<file path="config.mk">
export PLATFORM = sky130hd
export DESIGN_NAME = par_serial_tx
export DESIGN_NICKNAME = d
export VERILOG_FILES = /design/src/rtl/par_serial_tx.sv
export SDC_FILE = /design/constraint.sdc
export NUM_CORES = 1
export LEC_CHECK = 0
export CORE_MARGIN = 3
export CORE_UTILIZATION = 35
export CTS_BUF_LIST = sky130_fd_sc_hd__clkbuf_16
export DETAILED_ROUTE_END_ITERATION = 8
export GPL_TIMING_DRIVEN = 0
export PLACE_DENSITY = 0.71
export REMOVE_ABC_BUFFERS = 1
export SYNTH_ARGS = -nofsm -noshare
export SYNTH_HDL_FRONTEND = slang
export SYNTH_SLANG_ARGS = --single-unit
</file>
<file path="constraint.sdc">
create_clock -name clk_8f -period 2.1 [get_ports clk_8f]
set_clock_uncertainty 0.1 [all_clocks]
set_input_delay 0.42 -clock clk_8f [delete_from_list [all_inputs] [get_ports clk_8f]]
set_output_delay 0.42 -clock clk_8f [all_outputs]
set_load 0.03 [all_outputs]
</file>
<file path="src/rtl/par_serial_tx.sv">
// par_serial_tx: serialises the multiplexed byte stream MSB-first at one bit
// per clk_8f cycle. A comma (IDLE_BYTE) is sent whenever no valid byte is
// offered on a load edge.
// Optional feature macro P2S_SYNC_EN: when defined, a comma-only training
// burst of SYNC_COMMAS bytes is sent after reset before inputs are accepted.
// When undefined, the transmitter is active straight out of reset.
module par_serial_tx #(
`ifdef P2S_SYNC_EN
   parameter int unsigned SYNC_COMMAS = 4,
`endif
   parameter logic [7:0]  IDLE_BYTE   = 8'hBC
) (
   input  logic       clk_8f,
   input  logic       reset,
   input  logic [7:0] data_in,
   input  logic       valid_in,
   output logic       ready_out,
   output logic       active_out,
   output logic       data_out
);

   logic [2:0] bit_cnt;
   logic [7:0] cur_byte;
   logic [7:0] next_byte;
   logic       load_edge;
   logic [7:0] fresh_byte;

   // The last bit of the current byte goes out on the same edge the next byte is loaded.
   assign load_edge  = (bit_cnt == 3'd7);
   // An invalid upstream byte becomes a comma on the line.
   assign fresh_byte = valid_in ? data_in : IDLE_BYTE;

`ifdef P2S_SYNC_EN
   typedef enum logic {
      SYNC,
      ACTIVE
   } state_t;

   localparam logic [3:0] LAST_COMMA = 4'(SYNC_COMMAS - 1);

   state_t     state;
   state_t     next_state;
   logic [3:0] comma_cnt;
   logic [3:0] next_comma_cnt;
   logic       last_comma;

   assign last_comma = (comma_cnt == LAST_COMMA);

   // Training state and comma counter registers.
   always_ff @(posedge clk_8f or negedge reset) begin
      if (!reset) begin
         state     <= SYNC;
         comma_cnt <= 4'd0;
      end else begin
         state     <= next_state;
         comma_cnt <= next_comma_cnt;
      end
   end

   // Next-state and byte-load decode; inputs are ignored until the last comma loads.
   always_comb begin
      // NOTE: every output of this block is defaulted first so no path can infer a latch.
      next_state     = state;
      next_comma_cnt = comma_cnt;
      next_byte      = cur_byte;
      if (load_edge) begin
         case (state)
            SYNC: begin
               if (last_comma) begin
                  next_state = ACTIVE;
                  next_byte  = fresh_byte;
               end else begin
                  next_byte      = IDLE_BYTE;
                  next_comma_cnt = comma_cnt + 4'd1;
               end
            end
            ACTIVE:  next_byte = fresh_byte;
            default: next_state = SYNC;
         endcase
      end
   end

   assign ready_out  = load_edge && ((state == ACTIVE) || last_comma);
   assign active_out = (state == ACTIVE);
`else
   // Without training every load edge accepts the upstream byte.
   always_comb begin
      next_byte = cur_byte;
      if (load_edge) begin
         next_byte = fresh_byte;
      end
   end

   assign ready_out  = load_edge;
   // Always active whenever reset is released.
   assign active_out = reset;
`endif

   // Bit counter, shift byte and registered serial output.
   always_ff @(posedge clk_8f or negedge reset) begin
      if (!reset) begin
         bit_cnt  <= 3'd0;
         cur_byte <= IDLE_BYTE;
         data_out <= 1'b0;
      end else begin
         // NOTE: sequential state uses non-blocking assignments so every register samples pre-edge values.
         data_out <= cur_byte[3'd7 - bit_cnt];
         bit_cnt  <= bit_cnt + 3'd1;
         cur_byte <= next_byte;
      end
   end

endmodule

</file>
==> results of run 1 <==
[logic make-up after synthesis]
logic type      count (synthesis)
fa+ha+maj                       2
flops                          12
compound gates                  8
buf+inv                        12
mux                             3
simple gates                    8
[final cells by class]
class | count | area share [%]
Sequential cell | 12 | 40.7
Multi-Input combinational cell | 21 | 24.4
Timing Repair Buffer | 13 | 17.9
Clock buffer | 3 | 9.97
Inverter | 8 | 3.99
Tap cell | 15 | 2.49
Clock inverter | 1 | 0.498
[sequential cells by signal, indices dropped and copies added (netlist names)]
signal    cells
bit_cnt       3
cur_byte      8
data_out      1
[power groups by stage]
stage	Combinational (µW)	Sequential (µW)	Clock (µW)
global placement	46.5	252	0
detailed placement	47.1	252	0
global route	50.5	250	365
finish	46.2	249	346
CTS	46.9	249	354
floorplan	12.6	253	0
[worst paths after layout]
kind                                         start                 endpoint  cells after the start
min reg2reg                cur_byte[3]$_DFFE_PN1P_  cur_byte[3]$_DFFE_PN1P_                      2
max in group asynchronous                    reset  cur_byte[2]$_DFFE_PN1P_                      1
max reg2reg                   bit_cnt[0]$_DFF_PN0_       data_out$_DFF_PN0_                      2
max                           bit_cnt[0]$_DFF_PN0_                ready_out                      3
min                                          reset  cur_byte[1]$_DFFE_PN0P_                      1
min in group clk_8f        cur_byte[3]$_DFFE_PN1P_  cur_byte[3]$_DFFE_PN1P_                      2
[per-stage QoR]
step           setup TNS (ns)  cell area (µm²)  utilization [%]  std cells
6_report                    0              753             55.8         73
5_1_grt                     0              753             55.8         73
4_1_cts                     0              741             54.9         73
3_5_place_dp           -0.744              657             48.7         69
3_3_place_gp           -0.715              657             48.7         69
2_1_floorplan               0              508                -         41
[placed cells by master (no fill, tap or decap)]
cell type | synthesis | routed
clkdlybuf4s50_1 | 0 | 10
inv_1 | 8 | 9
dfrtp_1 | 7 | 7
dfstp_2 | 5 | 5
nor2_1 | 4 | 4
a31oi_1 | 4 | 4
nand3_1 | 3 | 3
o21ai_0 | 3 | 3
clkbuf_16 | 0 | 3
mux4_1 | 2 | 2
clkdlybuf4s15_2 | 0 | 2
mux2_2 | 1 | 1
nand2_1 | 1 | 1
o22a_1 | 1 | 1
ha_1 | 2 | 1
ha_4 | 0 | 1
dlymetal6s2s_1 | 0 | 1
[timing repair]
item | 4_1_cts | 5_1_grt
pin swaps | 0 | 0
endpoints found under the setup margin | 2 | 2
gates resized for setup | 7 | 2
hold buffers | 0 | 0
setup buffers | 0 | 0
[layer usage]
metal / wire (µm) / part of all wire (%) / track usage [%]
met1: 415 / 42 / 12.5
met2: 470 / 48 / 15.2
met3: 68 / 6.9 / 3.59
met4: 31 / 3.1 / 8.77
met5: 0 / 0 / 0
[worst max-delay path, stage by stage (launching register included)]
cell and delay (ns):
dfrtp_1 0.42, ha_1 0.22, ha_4 0.24, clkdlybuf4s15_2 0.32
==> summary.md, run 1 <==
| Metric | Value |
|---|---|
| CP required | between 1.5 and 2 ns |
| First-pass GRT wire length | approximately 1400 µm |
| Register area | 307 µm² |
| Die Span Y | 44.8 µm |
| Seq pwr share | 38.9% |
| Routed via count | approximately 360 |
| Min Hold Slack | 0.0591 ns |
| Post-synthesis mux area share | 12.1% |
| Total I/O pin count | 14 |
| Async SR Flop Fraction | 100% |
| H-tree Lvls | 1 |
| TritonCTS clock tree | built |
| Overall power | ~640 µW |
| Register area share after synthesis | 58.2% |
| Net switching share of the total power | a little under a fifth |
| Psw | around 120 µW |
| Most instantiated cells after synthesis | inv_1 (8), dfrtp_1 (7), dfstp_2 (5) |
| CTS Buf Count | 3 |
| Layout Nets | 72 |
| Peak supply drop | 0.423 mV |
| Fillers | around 120 |
| Global-route usage over all layers | 10.5% |
| Cell Area, Synth | around 530 µm² |
| Drt wl/cell | about 14 µm |
| Number of global-route vias before repair | 332 |
| Die ar. | 0.00201 mm² |
| Clock power frac | 53.9% |
| Pwr Density | 851 mW/mm² |
| Total gr overflow | 0 |
| Setup ws final | 0.134 ns |
| Most common cell in the netlist | inv_1 |
| Area of the multi-input gates | 184 µm² |
| Placeable Area | 0.00135 mm² |
| Yosys cell types | 14 |
| Top cell type by total area after synthesis | dfrtp_1 |
| Final hold violations | 0 |
| HPWL Detailed | slightly above 600 µm |
| Max-slew headroom | between 70% and 80% |
| Slew of the pin with the lowest slew margin | 0.320 ns |
| Worst min path class | input port to asynchronous set/reset pin |
| Total wire length | 986 µm |
| P&R area growth vs syn | 43.0% |
| Min Tclk post-route | 1.97 ns |
| Residual DRC | 0 |
| Yosys warnings | 0 |
| Initial antenna violation count | 0 |
| Internal | 523 µW |
| Max Cap Viol | 0 |
| I/O Buffers | 13 |
| Max Fclk | 0.509 GHz |
| Crit path kind | flop to output pin |
| Reg2Reg Setup Slack | 0.61 ns |
| CP endpoint kind | output pin |
| Clk pin slew, worst setup/hold paths | 0.04 ns |
| RePlAce Congestion | 0.724 |
| FP Rows | 13 |
| Fin crit share | 93.6% |
| Yosys reg bits | 12 |
| 1st-iter DRT viols | 5 |
| Setup violators final | 0 |
| Clock Sinks | 12 |
| Post-Synth Adder-Cell Area | roughly 4.8% |
| Slew Limit Fails | 0 |
| Via density | between 4 and 5 |
| Synth Area per Inst | 11.7 µm² |
| Arrival @ worst endpoint | 1.45 ns |
| Critical path launch point type | flop |
| Routed Antenna Nets | 0 |
| Pin count of the biggest net entering global routing | 18 |
| Static Leak | 0.000344 µW |
| Xor/xnor share of the synthesized area | 0% |
| Pre-CTS setup slack | -0.483 ns |
| Main area contributors after synthesis | dfrtp_1 (33%), dfstp_2 (25%), mux4_1 (10%) |
| Simple-Gate Fraction of Synth Area | 6.41% |
| Post-synth top area share | 33.3% |
| Total iterations of the first detailed-routing run | 4 |
| Starting Density | 39.0% |
| Die Width | 44.8 µm |
| Synth Instances | 45 |
| Clk buf depth | 2 |
| Ys flop type | dfrtp_1 |
| EDFF count, synth | 0 |
| Post-synthesis compound-gate area fraction | a little over 9% |
| Largest family of logic cells by synthesized area | multiplexers |
| Inserted Diodes | 0 |
| Worst-path fanout max | 17 |
| Part of the power in combinational logic | 7.2% |
| Status | finished clean |
| Later-pin clock latency in the skew report | 0.24 ns |
| Layout cell share with drive strength beyond 1 | 20.7% |
| Unrepaired setup endpoints after global routing | no |
| Root Buffer | clkbuf_16 |
(Power assumes the default switching activity.)
==> inputs of run 2 (changes only) <==
CORE_AREA = 3 3 40 42   (was unset)
CORE_MARGIN = unset   (was 3)
CORE_UTILIZATION = unset   (was 35)
DIE_AREA = 0 0 43 45   (was unset)
PLACE_DENSITY = 0.77   (was 0.71)
SETUP_SLACK_MARGIN = 0.1   (was unset)
SKIP_CTS_REPAIR_TIMING = 1   (was unset)
==> run 2 against run 1 <==
Global-route usage decreased by 0.24 points; clock-buffer cell count unchanged; core utilization increased by 2.6 points; setup slack improved by 0.086 ns; sequential share of layout area increased by 0.14 points; critical path type unchanged; largest cell class unchanged.
==> summary.md, run 2 (same netlist as run 1, synthesis figures left out) <==
| Metric | Value |
|---|---|
| Status | finished clean |
| Max Fclk | 0.532 GHz |
| Via density | between 5 and 6 |
| Max reg flops | 8 |
| Max-slew headroom | 78.4% |
| Drt wl/cell | between 10 and 15 µm |
| Root Buffer | clkbuf_16 |
| Setup violators final | 0 |
| Max Cap Viol | 0 |
| Fin crit share | between 80% and 90% |
| Worst min path class | input port to asynchronous set/reset pin |
| Placeable Area | ~0.0013 mm² |
| Die Span Y | roughly 45 µm |
| Global-route usage over all layers | ~10% |
| Clk buf depth | 2 |
| Pin count of the biggest net entering global routing | 18 |
| Starting Density | 41.0% |
| Initial antenna violation count | 0 |
| Static Leak | 0.000349 µW |
| Pre-CTS setup slack | -0.471 ns |
| Arrival @ worst endpoint | 1.36 ns |
| Min Tclk post-route | 1.88 ns |
| Most frequent cells in the layout | clkdlybuf4s50_1 (10), inv_1 (9), dfrtp_1 (7) |
| CP delay by family, top | adder cells |
| Crit path kind | flop to output pin |
| Layout cell share with drive strength beyond 1 | 20.3% |
| 1st-iter DRT viols | 9 |
| Critical path's slowest cell | dfrtp_1 |
| Routed Antenna Nets | 0 |
| Register bank with the most flops | cur_byte |
| I/O Buffers | 13 |
| H-tree Lvls | 1 |
| Die Width | about 43 µm |
| DP Area | 657 µm² |
| FP Rows | 13 |
| Setup ws final | 0.220 ns |
| Residual DRC | 0 |
| Largest regs | cur_byte x8, bit_cnt x3, data_out x1 |
| Most common cell after layout, fill and taps aside | clkdlybuf4s50_1 |
| Total gr overflow | 0 |
| Clock Sinks | 12 |
| Slew Limit Fails | 0 |
| Total I/O pin count | 14 |
| First-pass GRT wire length | 1370 µm |
| TritonCTS clock tree | built |
| RePlAce Congestion | 0.669 |
| Finished Cell Area | around 750 µm² |
| CTS Buf Count | 3 |
| Pwr Density | roughly 860 mW/mm² |
| Slew of the pin with the lowest slew margin | 0.323 ns |
| Worst path buffer plus inverter count | 1 |
| CP required | 1.58 ns |
| Number of global-route vias before repair | between 300 and 400 |
| Die ar. | 0.00194 mm² |
| Crit-path max cell delay | 0.41 ns |
| Layout Nets | 73 |
| Total iterations of the first detailed-routing run | 4 |
| Unrepaired setup endpoints after global routing | no |
| HPWL Detailed | 595 µm |
| Worst-path fanout max | 17 |
| Inserted Diodes | 0 |
| Setup TNS Final | 0 ns |
| Final hold violations | 0 |
| Peak supply drop | 0.437 mV |
| Clk pin slew, worst setup/hold paths | 0.05 ns |
| Total wire length | 971 µm |
| Routed via count | 372 |
| CP endpoint kind | output pin |
| P&R area growth vs syn | 42.5% |
| CP Cell Sequence | ha_1 -> ha_4 -> clkbuf_2 |
| Critical path launch point type | flop |
| Later-pin clock latency in the skew report | 0.24 ns |
==> run 2: changes by cell type in the layout (fill, tap and decap cells not counted), sizes merged <==
cell / before / now
dlygate4sd3: 0 / 1
clkdlybuf4s15: 2 / 0
clkbuf: 3 / 5
==> run 2: layout make-up <==
cell class	instances	area, µm²
repair buffers	14	133
clock inverters	1	3.75
flip-flops and latches	12	307
inverters	8	30.0
fillers	116	534
well taps	15	18.8
multi-input cells	21	184
clock buffers	3	75.1
==> run 2: metrics by stage <==
step                total power [µW]  std cells  util (%)  hold slack [ns]
detailed placement               299         69      51.1            0.391
CTS                              651         73      57.3            0.397
global route                     673         74      58.4            0.150
finish                           647         74      58.4            0.114
global placement                 298         69      51.1            0.389
floorplan                        265         41         -           0.0244
==> run 2: routing by layer <==
layer	routed length [µm]	up-vias	global-route usage, %
met2	487	16	15.6
li1	-	177	-
met5	0	-	0
met1	384	177	12.2
met3	79	2	3.59
met4	21	0	7.23
==> run 2: final timing paths <==
check                                              from                       to  slack [ns]  depth (start not counted)
max in group asynchronous                         reset     bit_cnt[1]$_DFF_PN0_        1.02                          2
worst max-delay path               bit_cnt[0]$_DFF_PN0_                ready_out        0.22                          3
min in group clk_8f             cur_byte[5]$_DFFE_PN1P_  cur_byte[5]$_DFFE_PN1P_        0.40                          2
worst max register to register     bit_cnt[0]$_DFF_PN0_       data_out$_DFF_PN0_        0.63                          2
worst min register to register  cur_byte[5]$_DFFE_PN1P_  cur_byte[5]$_DFFE_PN1P_        0.40                          2
worst min-delay path                              reset  cur_byte[5]$_DFFE_PN1P_        0.11                          1
==> run 2: where the power goes <==
| part | internal [µW] | total [µW] | switching [µW] |
|---|---|---|---|
| logic | 28.2 | 47.0 | 18.8 |
| clock network | 251 | 352 | 101 |
| registers | 245 | 249 | 3.98 |
==> inputs of run 3 (changes only) <==
PLACE_DENSITY = 0.67   (was 0.77)
==> run 3 against run 2 <==
Register-to-register slack about the same; design area grew 1.0%; first-iteration DRC count fell by 89%; non-clock buffer count is the same; core utilization increased by 0.58 points; maximum frequency decreased by 3.0%; cell count unchanged; die area did not move; via count is 4.6% lower; setup slack lost 0.058 ns; critical path depth unchanged; clock-buffer cell count did not move.
==> summary.md, run 3 (same netlist as run 1, synthesis figures left out) <==
| Metric | Value |
|---|---|
| Final hold violations | 0 |
| H-tree Lvls | 1 |
| Max-slew headroom | 78.8% |
| Total gr overflow | 0 |
| Slew of the pin with the lowest slew margin | 0.317 ns |
| CP required | 1.58 ns |
| CP Cell Sequence | ha_1 -> ha_4 -> dlymetal6s2s_1 |
| I/O Buffers | 13 |
| 1st-iter DRT viols | 1 |
| Placed Instances | 69 |
| DP Area | 657 µm² |
| Die Width | 43 µm |
| Pwr Density | roughly 840 mW/mm² |
| Area of the multi-input gates | roughly 180 µm² |
| Arrival @ worst endpoint | roughly 1.4 ns |
| Slew Limit Fails | 0 |
| CTS Buf Count | 3 |
| RePlAce Congestion | 0.648 |
| Total wire length | around 960 µm |
| Max Fclk | 0.516 GHz |
| Clk buf depth | 2 |
| Unrepaired setup endpoints after global routing | yes |
| Min Tclk post-route | 1.94 ns |
| Register area | 307 µm² |
| Via density | about 4.8 |
| Number of global-route vias before repair | 359 |
| Largest regs | cur_byte x8, bit_cnt x3, data_out x1 |
| Placeable Area | 0.00128 mm² |
| First-pass GRT wire length | 1700 µm |
| Layout Nets | 73 |
| Starting Density | between 40 and 50% |
| Layout cell share with drive strength beyond 1 | a little under a fifth |
| Max reg flops | 8 |
| Inserted Diodes | 0 |
| Die ar. | just under 0.002 mm² |
| Worst path buffer plus inverter count | 1 |
| Setup violators final | 0 |
| CP endpoint kind | output pin |
| Fillers | 108 |
| Critical path launch point type | flop |
| Final Util | 59.0% |
| Pin count of the biggest net entering global routing | 18 |
| Overall power | 637 µW |
| HPWL Detailed | 642 µm |
| Initial antenna violation count | 0 |
| Die Span Y | 45 µm |
| P&R area growth vs syn | 43.9% |
| Register bank with the most flops | cur_byte |
| Crit path kind | flop to output pin |
| Static Leak | about 0.00036 µW |
| Clock Sinks | 12 |
| Total iterations of the first detailed-routing run | 2 |
| FP Rows | 13 |
| CP delay by family, top | adder cells |
| Worst min path class | input port to asynchronous set/reset pin |
| Status | finished clean |
| Max Cap Viol | 0 |
| TritonCTS clock tree | built |
| Clk pin slew, worst setup/hold paths | approximately 0.040 ns |
| Routed via count | ~360 |
| Critical path's slowest cell | dfrtp_1 |
| Global-route usage over all layers | 12.4% |
| Later-pin clock latency in the skew report | ~0.23 ns |
| Peak supply drop | about 0.53 mV |
| Most common cell after layout, fill and taps aside | clkdlybuf4s50_1 |
| Layout Cells excl Fill | 74 |
| Crit-path max cell delay | 0.41 ns |
| Total I/O pin count | 14 |
| Drt wl/cell | 12.9 µm |
| Residual DRC | 0 |
| Setup TNS Final | 0 ns |
| Routed Antenna Nets | 0 |
| Worst-path fanout max | 17 |
| Fin crit share | 92.3% |
| Root Buffer | clkbuf_16 |
| Most frequent cells in the layout | clkdlybuf4s50_1 (10), inv_1 (8), dfrtp_1 (7) |
| Finished Cell Area | 758 µm² |
==> run 3: cell count changes in the layout (fill, tap and decap cells not counted), sizes merged <==
| cell | previous run | this run |
|---|---|---|
| inv | 9 | 8 |
| clkinv | 0 | 1 |
| clkbuf | 5 | 4 |
| dlymetal6s2s | 1 | 2 |
==> run 3: final cells by class <==
cell class	count	area share, %
Multi-Input combinational cell	21	24.3
Clock inverter	1	0.495
Inverter	8	3.96
Tap cell	15	2.48
Timing Repair Buffer	14	18.5
Clock buffer	3	9.90
Sequential cell	12	40.4
==> run 3: worst paths after layout <==
path / end / slack [ns] / cells past startpoint / start
worst max register to register: data_out$_DFF_PN0_ / 0.62 / 2 / bit_cnt[0]$_DFF_PN0_
worst min register to register: cur_byte[7]$_DFFE_PN1P_ / 0.40 / 2 / cur_byte[7]$_DFFE_PN1P_
max in group asynchronous: cur_byte[1]$_DFFE_PN0P_ / 1.03 / 2 / reset
min in group clk_8f: cur_byte[7]$_DFFE_PN1P_ / 0.40 / 2 / cur_byte[7]$_DFFE_PN1P_
worst max-delay path: ready_out / 0.16 / 3 / bit_cnt[0]$_DFF_PN0_
worst min-delay path: cur_byte[5]$_DFFE_PN1P_ / 0.11 / 1 / reset
==> run 3: per-layer routing <==
| layer | track usage (%) | wire length, µm |
|---|---|---|
| met2 | 17.1 | 433 |
| met5 | 0 | 0 |
| met4 | 9.04 | 16 |
| met1 | 16.4 | 457 |
| met3 | 3.98 | 48 |
==> run 3: power by group <==
part	switching (µW)	total, µW	leakage (µW)	internal (µW)
logic	18.7	46.9	0.000185	28.1
registers	4.08	249	0.000140	245
clock network	91.0	341	0.0000385	250
==> run 3: metrics by stage <==
step                      setup slack (ns)  hold WS [ns]
after floorplan                      0.485        0.0244
after global placement              -0.472         0.388
after detailed placement            -0.465         0.393
after CTS                           -0.551         0.397
after global routing                0.0801         0.133
final                                0.162         0.114
